**src/rtl/fetch_unit_if.sv**
```systemverilog
// Fetch-stage bus: instruction memory read port, decode-side instruction
// handshake and redirect request, bundled for the fetch_unit boundary.
interface fetch_unit_if #(
  parameter int ADDR_W = 8
);
  // Instruction memory: synchronous read, data returns the cycle after IMEM_EN.
  logic              IMEM_EN;
  logic [ADDR_W-1:0] IMEM_ADDR;
  logic [31:0]       IMEM_DATA;

  // Decode handshake: a word moves on a rising edge where INST_VALID and
  // INST_READY are both high; INST_VALID never waits on INST_READY, and
  // INST/INST_PC stay stable while INST_VALID is high and not accepted.
  logic [31:0]       INST;
  logic [31:0]       INST_PC;
  logic              INST_VALID;
  logic              INST_READY;

  // Redirect: flush everything fetched so far and restart at REDIRECT_PC.
  logic              REDIRECT;
  logic [31:0]       REDIRECT_PC;

  modport master (
    output IMEM_EN, IMEM_ADDR, INST, INST_PC, INST_VALID,
    input  IMEM_DATA, INST_READY, REDIRECT, REDIRECT_PC
  );

  modport slave (
    input  IMEM_EN, IMEM_ADDR, INST, INST_PC, INST_VALID,
    output IMEM_DATA, INST_READY, REDIRECT, REDIRECT_PC
  );
endinterface

```
**src/rtl/fetch_unit.sv**
```systemverilog
// Instruction fetch stage: PC, one-deep read tracking and a prefetch FIFO.
// Optional FETCH_STALL_CNT_EN adds a saturating empty-cycle counter (STALL_CNT).
module fetch_unit #(
  parameter int ADDR_W = 8,
  parameter int DEPTH  = 4
) (
  input  logic         CLK,
  input  logic         RST,
  fetch_unit_if.master bus
`ifdef FETCH_STALL_CNT_EN
  ,
  output logic [15:0]  STALL_CNT
`endif
);

  localparam int PTR_W = $clog2(DEPTH);
  localparam int CNT_W = $clog2(DEPTH + 1);
  localparam logic [CNT_W:0] DEPTH_C = (CNT_W + 1)'(DEPTH);

  logic [31:0]      pc_q, pc_d;
  logic             inflight_q, inflight_d;
  logic [31:0]      inflight_pc_q, inflight_pc_d;
  logic [31:0]      word_q [DEPTH];
  logic [31:0]      word_d [DEPTH];
  logic [31:0]      wpc_q  [DEPTH];
  logic [31:0]      wpc_d  [DEPTH];
  logic [PTR_W-1:0] wr_ptr_q, wr_ptr_d;
  logic [PTR_W-1:0] rd_ptr_q, rd_ptr_d;
  logic [CNT_W-1:0] count_q, count_d;

  logic             issue;
  logic             push;
  logic             pop;
  logic             inst_valid;
  logic [CNT_W:0]   occupancy;
  logic             unused_redirect_lsbs;

  assign unused_redirect_lsbs = ^bus.REDIRECT_PC[1:0];

  assign inst_valid = (count_q != '0);
  // Credits count the in-flight read; a pop this cycle frees nothing until the edge.
  assign occupancy  = {1'b0, count_q} + {{CNT_W{1'b0}}, inflight_q};
  assign issue      = RST && !bus.REDIRECT && (occupancy < DEPTH_C);
  assign push       = inflight_q && !bus.REDIRECT;
  assign pop        = inst_valid && bus.INST_READY;

  always_comb begin
    pc_d          = pc_q;
    inflight_d    = inflight_q;
    inflight_pc_d = inflight_pc_q;
    word_d        = word_q;
    wpc_d         = wpc_q;
    wr_ptr_d      = wr_ptr_q;
    rd_ptr_d      = rd_ptr_q;
    count_d       = count_q;

    if (bus.REDIRECT) begin
      pc_d       = {bus.REDIRECT_PC[31:2], 2'b00};
      inflight_d = 1'b0;
      wr_ptr_d   = '0;
      rd_ptr_d   = '0;
      count_d    = '0;
    end else begin
      inflight_d = issue;
      if (issue) begin
        pc_d          = pc_q + 32'd4;
        inflight_pc_d = pc_q;
      end

      if (push) begin
        word_d[wr_ptr_q] = bus.IMEM_DATA;
        wpc_d[wr_ptr_q]  = inflight_pc_q;
        wr_ptr_d         = wr_ptr_q + PTR_W'(1);
      end

      if (pop) begin
        rd_ptr_d = rd_ptr_q + PTR_W'(1);
      end

      case ({push, pop})
        2'b10:   count_d = count_q + CNT_W'(1);
        2'b01:   count_d = count_q - CNT_W'(1);
        default: count_d = count_q;
      endcase
    end
  end

  always_ff @(posedge CLK or negedge RST) begin
    if (!RST) begin
      pc_q          <= '0;
      inflight_q    <= 1'b0;
      inflight_pc_q <= '0;
      wr_ptr_q      <= '0;
      rd_ptr_q      <= '0;
      count_q       <= '0;
      for (int i = 0; i < DEPTH; i++) begin
        word_q[i] <= '0;
        wpc_q[i]  <= '0;
      end
    end else begin
      pc_q          <= pc_d;
      inflight_q    <= inflight_d;
      inflight_pc_q <= inflight_pc_d;
      wr_ptr_q      <= wr_ptr_d;
      rd_ptr_q      <= rd_ptr_d;
      count_q       <= count_d;
      word_q        <= word_d;
      wpc_q         <= wpc_d;
    end
  end

  // Decode sees only registered FIFO storage, never IMEM_DATA directly.
  assign bus.INST       = word_q[rd_ptr_q];
  assign bus.INST_PC    = wpc_q[rd_ptr_q];
  assign bus.INST_VALID = inst_valid;
  assign bus.IMEM_EN    = issue;
  assign bus.IMEM_ADDR  = pc_q[ADDR_W-1:0];

`ifdef FETCH_STALL_CNT_EN
  logic [15:0] stall_cnt_q, stall_cnt_d;

  // Counts starved decode cycles; survives redirects, saturates at all-ones.
  always_comb begin
    stall_cnt_d = stall_cnt_q;
    if (!inst_valid && (stall_cnt_q != 16'hFFFF)) begin
      stall_cnt_d = stall_cnt_q + 16'd1;
    end
  end

  always_ff @(posedge CLK or negedge RST) begin
    if (!RST) begin
      stall_cnt_q <= '0;
    end else begin
      stall_cnt_q <= stall_cnt_d;
    end
  end

  assign STALL_CNT = stall_cnt_q;
`endif

endmodule

```
**src/flat_wrapper.sv**
```systemverilog
// flat-port wrapper written by rule: the top's interface ports become plain ports
module fetch_unit_flat 
#(
  parameter int ADDR_W = 8,
  parameter int DEPTH  = 4
)
  (CLK, RST, bus_IMEM_EN, bus_IMEM_ADDR, bus_INST, bus_INST_PC, bus_INST_VALID, bus_IMEM_DATA, bus_INST_READY, bus_REDIRECT, bus_REDIRECT_PC);
  fetch_unit_if #(.ADDR_W(ADDR_W)) bus_i ();
  input  logic CLK;
  input  logic RST;
  output wire logic [$bits(bus_i.IMEM_EN)-1:0] bus_IMEM_EN;
  output wire logic [$bits(bus_i.IMEM_ADDR)-1:0] bus_IMEM_ADDR;
  output wire logic [$bits(bus_i.INST)-1:0] bus_INST;
  output wire logic [$bits(bus_i.INST_PC)-1:0] bus_INST_PC;
  output wire logic [$bits(bus_i.INST_VALID)-1:0] bus_INST_VALID;
  input wire logic [$bits(bus_i.IMEM_DATA)-1:0] bus_IMEM_DATA;
  input wire logic [$bits(bus_i.INST_READY)-1:0] bus_INST_READY;
  input wire logic [$bits(bus_i.REDIRECT)-1:0] bus_REDIRECT;
  input wire logic [$bits(bus_i.REDIRECT_PC)-1:0] bus_REDIRECT_PC;
  assign bus_IMEM_EN = bus_i.IMEM_EN;
  assign bus_IMEM_ADDR = bus_i.IMEM_ADDR;
  assign bus_INST = bus_i.INST;
  assign bus_INST_PC = bus_i.INST_PC;
  assign bus_INST_VALID = bus_i.INST_VALID;
  assign bus_i.IMEM_DATA = bus_IMEM_DATA;
  assign bus_i.INST_READY = bus_INST_READY;
  assign bus_i.REDIRECT = bus_REDIRECT;
  assign bus_i.REDIRECT_PC = bus_REDIRECT_PC;
  fetch_unit #(.ADDR_W(ADDR_W), .DEPTH(DEPTH)) u_core (.CLK(CLK), .RST(RST), .bus(bus_i));
endmodule
```
**config.mk**
```make
export PLATFORM = sky130hd
export DESIGN_NAME = fetch_unit_flat
export DESIGN_NICKNAME = d
export VERILOG_FILES = /design/src/rtl/fetch_unit_if.sv /design/src/rtl/fetch_unit.sv /design/src/flat_wrapper.sv
export SDC_FILE = /design/constraint.sdc
export NUM_CORES = 1
export LEC_CHECK = 0
export ABC_AREA = 1
export CAP_MARGIN = 20
export CORE_MARGIN = 1.5
export CORE_UTILIZATION = 40
export CTS_CLUSTER_SIZE = 24
export DETAILED_ROUTE_END_ITERATION = 16
export PLACE_DENSITY = 0.57
export RECOVER_POWER = 25
export SYNTH_ARGS = -nofsm -noshare
export SYNTH_HDL_FRONTEND = slang
export SYNTH_SLANG_ARGS = --single-unit
```
**constraint.sdc**
```tcl
create_clock -name CLK -period 2.35 [get_ports CLK]
set_clock_uncertainty 0.05 [all_clocks]
set_input_delay 0.3525 -clock CLK [delete_from_list [all_inputs] [get_ports CLK]]
set_output_delay 0.3525 -clock CLK [all_outputs]
set_load 0.01 [all_outputs]
```
==> results of run 1 <==
## worst min-delay path: cells and delay by family
family	cells	cell delay (ps)
AND/OR/NAND/NOR	2	120
buffers and inverters	1	390
## registers in the layout, indices dropped and copies added (netlist names)
register and count:
u_core.inflight_pc_q 30, u_core.word_q 128, u_core.inflight_q 1, u_core.pc_q 30, u_core.rd_ptr_q 2, u_core.wpc_q 120
u_core.wr_ptr_q 2, u_core.count_q 3
## logic make-up after synthesis
group / after synthesis / synth area share (%)
AND/OR/NAND/NOR: 671 / 18.85
AO/OA/AOI/OAI: 489 / 17.67
flip-flops: 316 / 54.76
buffers and inverters: 245 / 7.824
adder cells (fa/ha/maj): 6 / 0.5718
XOR/XNOR: 5 / 0.3033
other: 1 / 0.02597
## cells in the mapped netlist, types with 6 or more instances
master,n
a21oi_1,16
buf_2,33
buf_4,11
buf_6,16
clkbuf_1,58
dfrtp_1,316
inv_1,122
nand2_1,394
nand3_1,72
nor2_1,181
o211ai_1,6
o21ai_0,394
o21ai_1,7
o22ai_1,62
## layout by cell type, fill, tap and decap left out, drive strengths merged
master         netlist  layout
a21oi               16      16
dlygate4sd2          0       2
clkdlybuf4s50        0      72
o22ai               62      62
nand3               75      75
nor2               186     186
buf                 61     105
dfrtp              316     316
conb                 1       4
ha                   5       5
clkbuf              58      64
nand4                5       5
clkinv               1       3
xnor2                2       2
dlygate4sd3          0       2
clkdlybuf4s15        0       3
nor3                 1       1
nand2              401     401
fa                   1       1
inv                125     125
nand3b               2       2
nor3b                1       1
bufinv               0       2
o21bai               3       3
xor2                 3       3
a22o                 1       1
bufbuf               0       1
o21ai              401     401
o211ai               6       6
## what timing repair did
action / 4_1_cts / 5_1_grt
cloned: 10 / 5
pin swaps: 16 / 12
gates resized for setup: 310 / 50
buffers inserted: 8 / 0
hold endpoints to repair: 43 / 0
setup endpoints to repair: 62 / 49
hold buffers: 2 / 0
## power breakdown
group	internal [mW]	leakage [nW]	switching, mW
registers	6.97	4.11	0.940
clock network	3.36	0.566	2.14
logic	3.29	3.91	4.30
## worst min-delay path by stage
stage	from	to	slack, ps	depth (start not counted)
floorplan	RST	u_core.count_q[0]$_DFFE_PN0P_	7	0
global placement	RST	u_core.word_q[23]$_DFFE_PN0P_	150	1
detailed placement	RST	u_core.word_q[87]$_DFFE_PN0P_	150	1
CTS	bus_REDIRECT_PC[10]	u_core.pc_q[10]$_DFFE_PN0P_	340	3
global route	bus_REDIRECT_PC[10]	u_core.pc_q[10]$_DFFE_PN0P_	370	3
finish	bus_REDIRECT_PC[10]	u_core.pc_q[10]$_DFFE_PN0P_	360	3
## stage by stage
step / cells / instance area, sq um
2_1_floorplan: 1736 / 14450
3_3_place_gp: 2248 / 16300
3_5_place_dp: 2248 / 16300
4_1_cts: 2326 / 17780
5_1_grt: 2331 / 17900
6_report: 2331 / 17900
## metal layers
metal	global-route usage, %	wire length, microns	share of wire (%)	vias to the layer above
met3	2.896	2028	5.1	51
li1	-	-	-	5909
met1	30.33	18870	47	5827
met5	0	0	0	-
met2	35.00	18410	46	357
met4	5.059	620	1.6	0
## final cells by class
| class | instances | area, sq um |
|---|---|---|
| inverters | 126 | 495.5 |
| fillers | 3512 | 17670 |
| multi-input cells | 1175 | 5590 |
| clock inverters | 4 | 70.07 |
| flip-flops and latches | 316 | 7913 |
| repair buffers | 195 | 2173 |
| well taps | 461 | 576.8 |
| clock buffers | 54 | 1080 |
==> run metrics, run 1 <==
period utilization=98.03%; CP Buf/Inv Count=4; crit path launch type=flop; Core Rows=69; final setup vio count=0; R2R depth=9; critical setup path kind=flop to output port; initial antenna violation count=0; FF-to-FF End=u_core.count_q[2]$_DFFE_PN0P_; Final Max Slew Viols=0; Synth top area share=54.76%; synth warn=0; Clock Sinks=316; synthesized area=14440 sq um; I/O Buffers=135; Hold WS=361.8 ps; pin count of the biggest net entering global routing=99; Cell variety after synth=35; Total GRT Usage=21.44%; top cells by area, synth=dfrtp_1 (55%), o21ai_0 (14%), nand2_1 (10%); reg2reg setup slack=520 ps; Critical Path Start=u_core.rd_ptr_q[0]$_DFFE_PN0P_; Clk pin slew, worst setup/hold paths=60 ps; WP depth=6; Synth Register Bits=316; post-synthesis cell count=1733; first-pass GRT wire length=63120 microns; Worst Setup EP=bus_INST_PC[5]; Final HPWL DP=22740 microns; VDD IR-drop max=0.0006079 V; final core utilization=50.32%; drt total wl=39930 microns; IO Pins=142; fraction of layout cells with a size suffix above 1=12.09%; Post-synth ARST share=100.0%; starting density of the core=40.60%; Final WS setup=46.18 ps; synthesized area per cell=8.333 sq um; fmax=0.4341 GHz; vias per inst=5.210; crit path time final=2304 ps; layout net count=1924; Core Area=35570 sq um; CP arrival=1900 ps; Ant. Diodes=0; CP top delay family=buffers and inverters; Pre-antenna DRT Iters=5; unrepaired setup endpoints after global routing=yes; die width=193.0 microns; area leader, netlist=dfrtp_1; Clk Latency, worst-skew pair=500 ps; Worst-Margin Slew=1363 ps; Die Area=37250 sq um; Leak=8.586 nW; cts bufs inserted=36; DRC=0; CTS HTree Levels=2; EDFF count, synth=0; Final Wtd Congestion=0.8884; Crit Path Max Fanout=13; HP Class=input port to flop; Setup crit end kind=output port; Slew HR=9.134%; outcome=finished clean; vias in the first global route=11670; Synth Flop Type=dfrtp_1; Die Height=193.0 microns; Worst Path Required=1950 ps; Tot Pwr=21.00 mW; # Max-Cap Violations=0; initial drt markers=802; gr ovfl total=0; Slowest-stage cell, CP=dfrtp_4; Longest Clk Path Bufs=3; remaining antenna violation count=0; final hold viol count=0; clock root buffer=clkbuf_16; CTS tree=done; vias=12140; CP peak stage delay=520 ps; pre-CTS setup slack=93.03 ps; final setup TNS=0 ps; RR Startpoint=u_core.count_q[0]$_DFFE_PN0P_; Layout Area Growth over Synthesis=23.94%; CP cell instances=clkinv_8 -> buf_12 -> clkbuf_16 -> o21ai_0 -> o22ai_2 -> buf_2; register area share after synthesis=54.76%; wire per inst=17.13 microns; PwrDens=1173 nW/um^2
Power figures use the tool's default switching activity.
==> inputs of run 2 (changes only) <==
--- a/config.mk
+++ b/config.mk
@@ -7,6 +7,7 @@
 export LEC_CHECK = 0
 export ABC_AREA = 1
 export CAP_MARGIN = 20
+export CORE_ASPECT_RATIO = 0.9
 export CORE_MARGIN = 1.5
 export CORE_UTILIZATION = 40
 export CTS_CLUSTER_SIZE = 24
@@ -16,3 +17,4 @@
 export SYNTH_ARGS = -nofsm -noshare
 export SYNTH_HDL_FRONTEND = slang
 export SYNTH_SLANG_ARGS = --single-unit
+export TNS_END_PERCENT = 50
==> run metrics, run 2 (synthesis gave the netlist of run 1 again) <==
layout net count=1918; Setup crit end kind=output port; Worst-Margin Slew=1504 ps; die width=203.3 microns; outcome=finished, violations left; wire per inst=16.71 microns; most frequent cells in the layout=nand2_1 (394), o21ai_0 (370), dfrtp_1 (314); cts bufs inserted=38; vias in the first global route=11840; first-pass GRT wire length=63410 microns; VDD IR-drop max=0.0005433 V; final hold viol count=0; largest registers=u_core.word_q x128, u_core.wpc_q x120; CTS tree=done; Final WS setup=-78.03 ps; Tot Pwr=20.70 mW; drt total wl=39140 microns; clock root buffer=clkbuf_16; crit path time final=2428 ps; IO Pins=142; commonest non-fill, non-tap cell in the layout=nand2_1; PwrDens=1168 nW/um^2; final std cells w/o fill=2342; Most flops, register=u_core.word_q; Pre-antenna DRT Iters=6; final setup vio count=15; initial antenna violation count=0; I/O Buffers=135; Clk pin slew, worst setup/hold paths=60 ps; Die Area=37250 sq um; pre-CTS setup slack=96.06 ps; failing checks=capacitance limit, slew limit, setup timing; Core Area=35300 sq um; Hold WS=216.8 ps; Final Wtd Congestion=0.8485; HP Class=input port to asynchronous set/reset pin; initial drt markers=900; CP arrival=2030 ps; placed instance count=2261; CTS HTree Levels=2; vias=12050; period utilization=103.3%; # Max-Cap Violations=1; Layout Area Growth over Synthesis=22.68%; gr ovfl total=0; remaining antenna violation count=0; fmax=0.4119 GHz; Final HPWL DP=23310 microns; final setup TNS=-374.5 ps; Ant. Diodes=0; Worst Path Required=1950 ps; R2R depth=8; DRC=0; Final Max Slew Viols=59; Clk Latency, worst-skew pair=510 ps; unrepaired setup endpoints after global routing=yes; Total GRT Usage=21.20%; starting density of the core=40.91%; critical setup path kind=flop to output port; Crit Path Max Fanout=48; Slew HR=-0.2925%; Core Rows=65; Die Height=183.3 microns; fraction of layout cells with a size suffix above 1=10.14%; max reg flops=128; pin count of the biggest net entering global routing=80; Longest Clk Path Bufs=3; crit path launch type=flop; vias per inst=5.144; Clock Sinks=316; Leak=8.511 nW
-- run 2: cell count changes in the layout (fill, tap and decap cells not counted), sizes merged --
cell / change
dlygate4sd2: +8
clkbuf: +17
clkinvlp: +1
clkdlybuf4s15: +11
buf: -34
dlymetal6s2s: +1
inv: +1
clkinv: +1
bufinv: -2
dlygate4sd3: -1
-- run 2: layout make-up --
type / instances / area [sq um]
multi-input combinational: 1175 / 5493
clock inverter: 5 / 31.28
clock buffer: 64 / 1232
fill: 3440 / 17580
inverter: 126 / 495.5
timing repair buffer: 187 / 1966
tap: 469 / 586.8
sequential: 316 / 7913
-- run 2: repair_timing --
action | CTS | global route
endpoints found under the setup margin | 62 | 51
endpoints found under the hold margin | 316 | 0
pin swaps | 7 | 10
cloned | 5 | 2
buffers inserted | 1 | 3
hold buffers | 1 | 0
gates resized for setup | 174 | 64
-- run 2: layer usage --
metal | up-vias | global-route usage (%) | share of wire (%)
li1 | 5913 | - | -
met1 | 5730 | 30.41 | 48
met2 | 331 | 33.16 | 45
met3 | 74 | 3.092 | 4.8
met4 | 0 | 6.519 | 2.3
met5 | - | 0 | 0
-- run 2: final timing paths --
kind                                                 from                              to  slack (ps)
min                                                   RST  u_core.word_q[118]$_DFFE_PN0P_         220
min reg2reg                 u_core.word_q[60]$_DFFE_PN0P_   u_core.word_q[60]$_DFFE_PN0P_         430
min in group CLK                      bus_REDIRECT_PC[11]     u_core.pc_q[11]$_DFFE_PN0P_         350
max                        u_core.rd_ptr_q[0]$_DFFE_PN0P_                    bus_INST[15]         -80
max in group asynchronous                             RST  u_core.rd_ptr_q[1]$_DFFE_PN0P_         290
max reg2reg                   u_core.inflight_q$_DFF_PN0_     u_core.pc_q[14]$_DFFE_PN0P_         560
-- run 2: worst max-delay path: stages (launching register included) --
cell and delay, ps:
dfrtp_4 480, buf_4 140, buf_12 220, o21ai_0 140, o22ai_1 240, clkdlybuf4s15_1 280
-- run 2: metrics by stage --
| stage | util, % | instance area [sq um] |
|---|---|---|
| 4_1_cts | 50.40 | 17790 |
| 5_1_grt | 50.20 | 17720 |
| 2_1_floorplan | - | 14450 |
| 6_report | 50.20 | 17720 |
| 3_5_place_dp | 46.27 | 16330 |
| 3_3_place_gp | 46.27 | 16330 |
-- run 2: power by group --
| part | leakage, nW | internal [mW] | switching, mW | total [mW] |
|---|---|---|---|---|
| Clock | 0.621 | 3.56 | 2.26 | 5.82 |
| Sequential | 4.11 | 6.97 | 0.906 | 7.88 |
| Combinational | 3.78 | 2.94 | 4.06 | 7.00 |
| Total | 8.51 | 13.5 | 7.22 | 20.7 |
==> inputs of run 3 (changes only) <==
--- a/config.mk
+++ b/config.mk
@@ -12,6 +12,7 @@
 export CORE_UTILIZATION = 40
 export CTS_CLUSTER_SIZE = 24
 export DETAILED_ROUTE_END_ITERATION = 16
+export GPL_TIMING_DRIVEN = 0
 export PLACE_DENSITY = 0.57
 export RECOVER_POWER = 25
 export SYNTH_ARGS = -nofsm -noshare
==> run metrics, run 3 (synthesis gave the netlist of run 1 again) <==
CTS HTree Levels=2; most frequent cells in the layout=nand2_1 (394), o21ai_0 (371), dfrtp_1 (316); gr ovfl total=0; max reg flops=128; crit path launch type=flop; critical setup path kind=flop to output port; Total GRT Usage=24.99%; commonest non-fill, non-tap cell in the layout=nand2_1; CTS tree=done; Layout Area Growth over Synthesis=25.21%; fmax=0.4276 GHz; CP cell instances=buf_6 -> inv_8 -> buf_16 -> buf_12 -> nor2_1 -> o22ai_2 -> clkdlybuf4s15_2; Crit Path Max Fanout=7; drt total wl=45940 microns; reg2reg setup slack=290 ps; Final Max Slew Viols=57; vias=12750; IO Pins=142; sequential share of power=37.7%; Clk pin slew, worst setup/hold paths=60 ps; fraction of layout cells with a size suffix above 1=12.92%; Most flops, register=u_core.word_q; vias per inst=5.270; vias in the first global route=12760; Sw Share=36.29%; Worst Path Required=1950 ps; layout net count=2002; Final HPWL DP=29070 microns; outcome=finished, violations left; hold path depth=4; failing checks=capacitance limit, slew limit; pin count of the biggest net entering global routing=59; Core Rows=65; Core Area=35300 sq um; final setup vio count=0; PwrDens=1151 nW/um^2; clock power share=26.5%; initial drt markers=869; I/O Buffers=134; VDD IR-drop max=0.0004030 V; first-pass GRT wire length=72710 microns; initial antenna violation count=0; die width=203.3 microns; DRC=0; largest registers=u_core.word_q x128, u_core.wpc_q x120; starting density of the core=40.91%; HP Class=input port to flop; Worst-Margin Slew=1646 ps; Clock Sinks=316; Logic pwr share=35.7%; remaining antenna violation count=0; R2R depth=9; Slew HR=-9.716%; Pre-antenna DRT Iters=5; CP arrival=1940 ps; Die Area=37250 sq um; crit path time final=2339 ps; final setup TNS=0 ps; period utilization=99.52%; Slowest-stage cell, CP=dfrtp_1; cts bufs inserted=36; final hold viol count=0; Hold WS=184.1 ps; Tot Pwr=20.81 mW; Ant. Diodes=0; Longest Clk Path Bufs=3; Switching Power=7.553 mW; Die Height=183.3 microns; Clk Latency, worst-skew pair=520 ps; wire per inst=18.99 microns; unrepaired setup endpoints after global routing=yes; clock root buffer=clkbuf_16; internal power=13.26 mW; Setup crit end kind=output port; CP peak stage delay=370 ps; Final Wtd Congestion=0.8693; Leak=8.732 nW; # Max-Cap Violations=2
run 3: final cells by class:
class,instances,area [sq um]
fill,3440,17210
timing repair buffer,155,1410
clock inverter,9,106.4
sequential,316,7908
inverter,126,503.0
clock buffer,51,1028
multi-input combinational,1175,5560
buffer,118,979.7
tap,469,586.8
run 3: routing by layer:
layer | part of all wire (%) | vias to the layer above | track usage [%]
met4 | 2.5 | 0 | 6.963
met2 | 46 | 393 | 41.05
met5 | 0 | - | 0
met1 | 45 | 6225 | 34.73
met3 | 5.8 | 69 | 3.252
li1 | - | 6061 | -
run 3: final timing paths:
kind	start	to
setup reg to reg	u_core.count_q[0]$_DFFE_PN0P_	u_core.count_q[2]$_DFFE_PN0P_
min in group asynchronous	RST	u_core.inflight_pc_q[7]$_DFFE_PN0P_
hold / removal	bus_REDIRECT	u_core.count_q[1]$_DFFE_PN0P_
hold reg to reg	u_core.word_q[38]$_DFFE_PN0P_	u_core.word_q[38]$_DFFE_PN0P_
max in group asynchronous	RST	u_core.word_q[4]$_DFFE_PN0P_
setup / recovery	u_core.rd_ptr_q[0]$_DFFE_PN0P_	bus_INST_PC[11]
run 3: critical path: cells and delay by family (launching register included):
family / cells / cell delay (ps)
buf+inv: 5 / 760
flops: 1 / 370
compound gates: 1 / 230
simple gates: 1 / 50
run 3: power by group through the flow:
stage	registers (mW)	logic, mW	clock network, mW
after global routing	8.04	8.21	5.83
after floorplan	7.66	3.92	0
final	7.86	7.43	5.52
after CTS	7.82	7.65	5.59
after detailed placement	7.88	7.35	0
after global placement	7.88	7.25	0
run 3: what timing repair did:
| item | CTS | global route |
|---|---|---|
| cloned | 8 | 0 |
| hold endpoints to repair | 133 | 0 |
| setup endpoints to repair | 124 | 55 |
| hold buffers | 10 | 0 |
| pin swaps | 18 | 7 |
| setup buffers | 1 | 0 |
| resized for setup | 317 | 80 |
run 3: stage by stage:
stage	util (%)	cell area, sq um	setup slack (ps)	instances
after floorplan	-	14450	523.4	1736
after global placement	46.41	16380	-13720	2339
after detailed placement	46.58	16440	-1557	2341
after CTS	52.08	18380	0.07794	2419
after global routing	51.23	18080	-50.61	2419
final	51.23	18080	11.17	2419
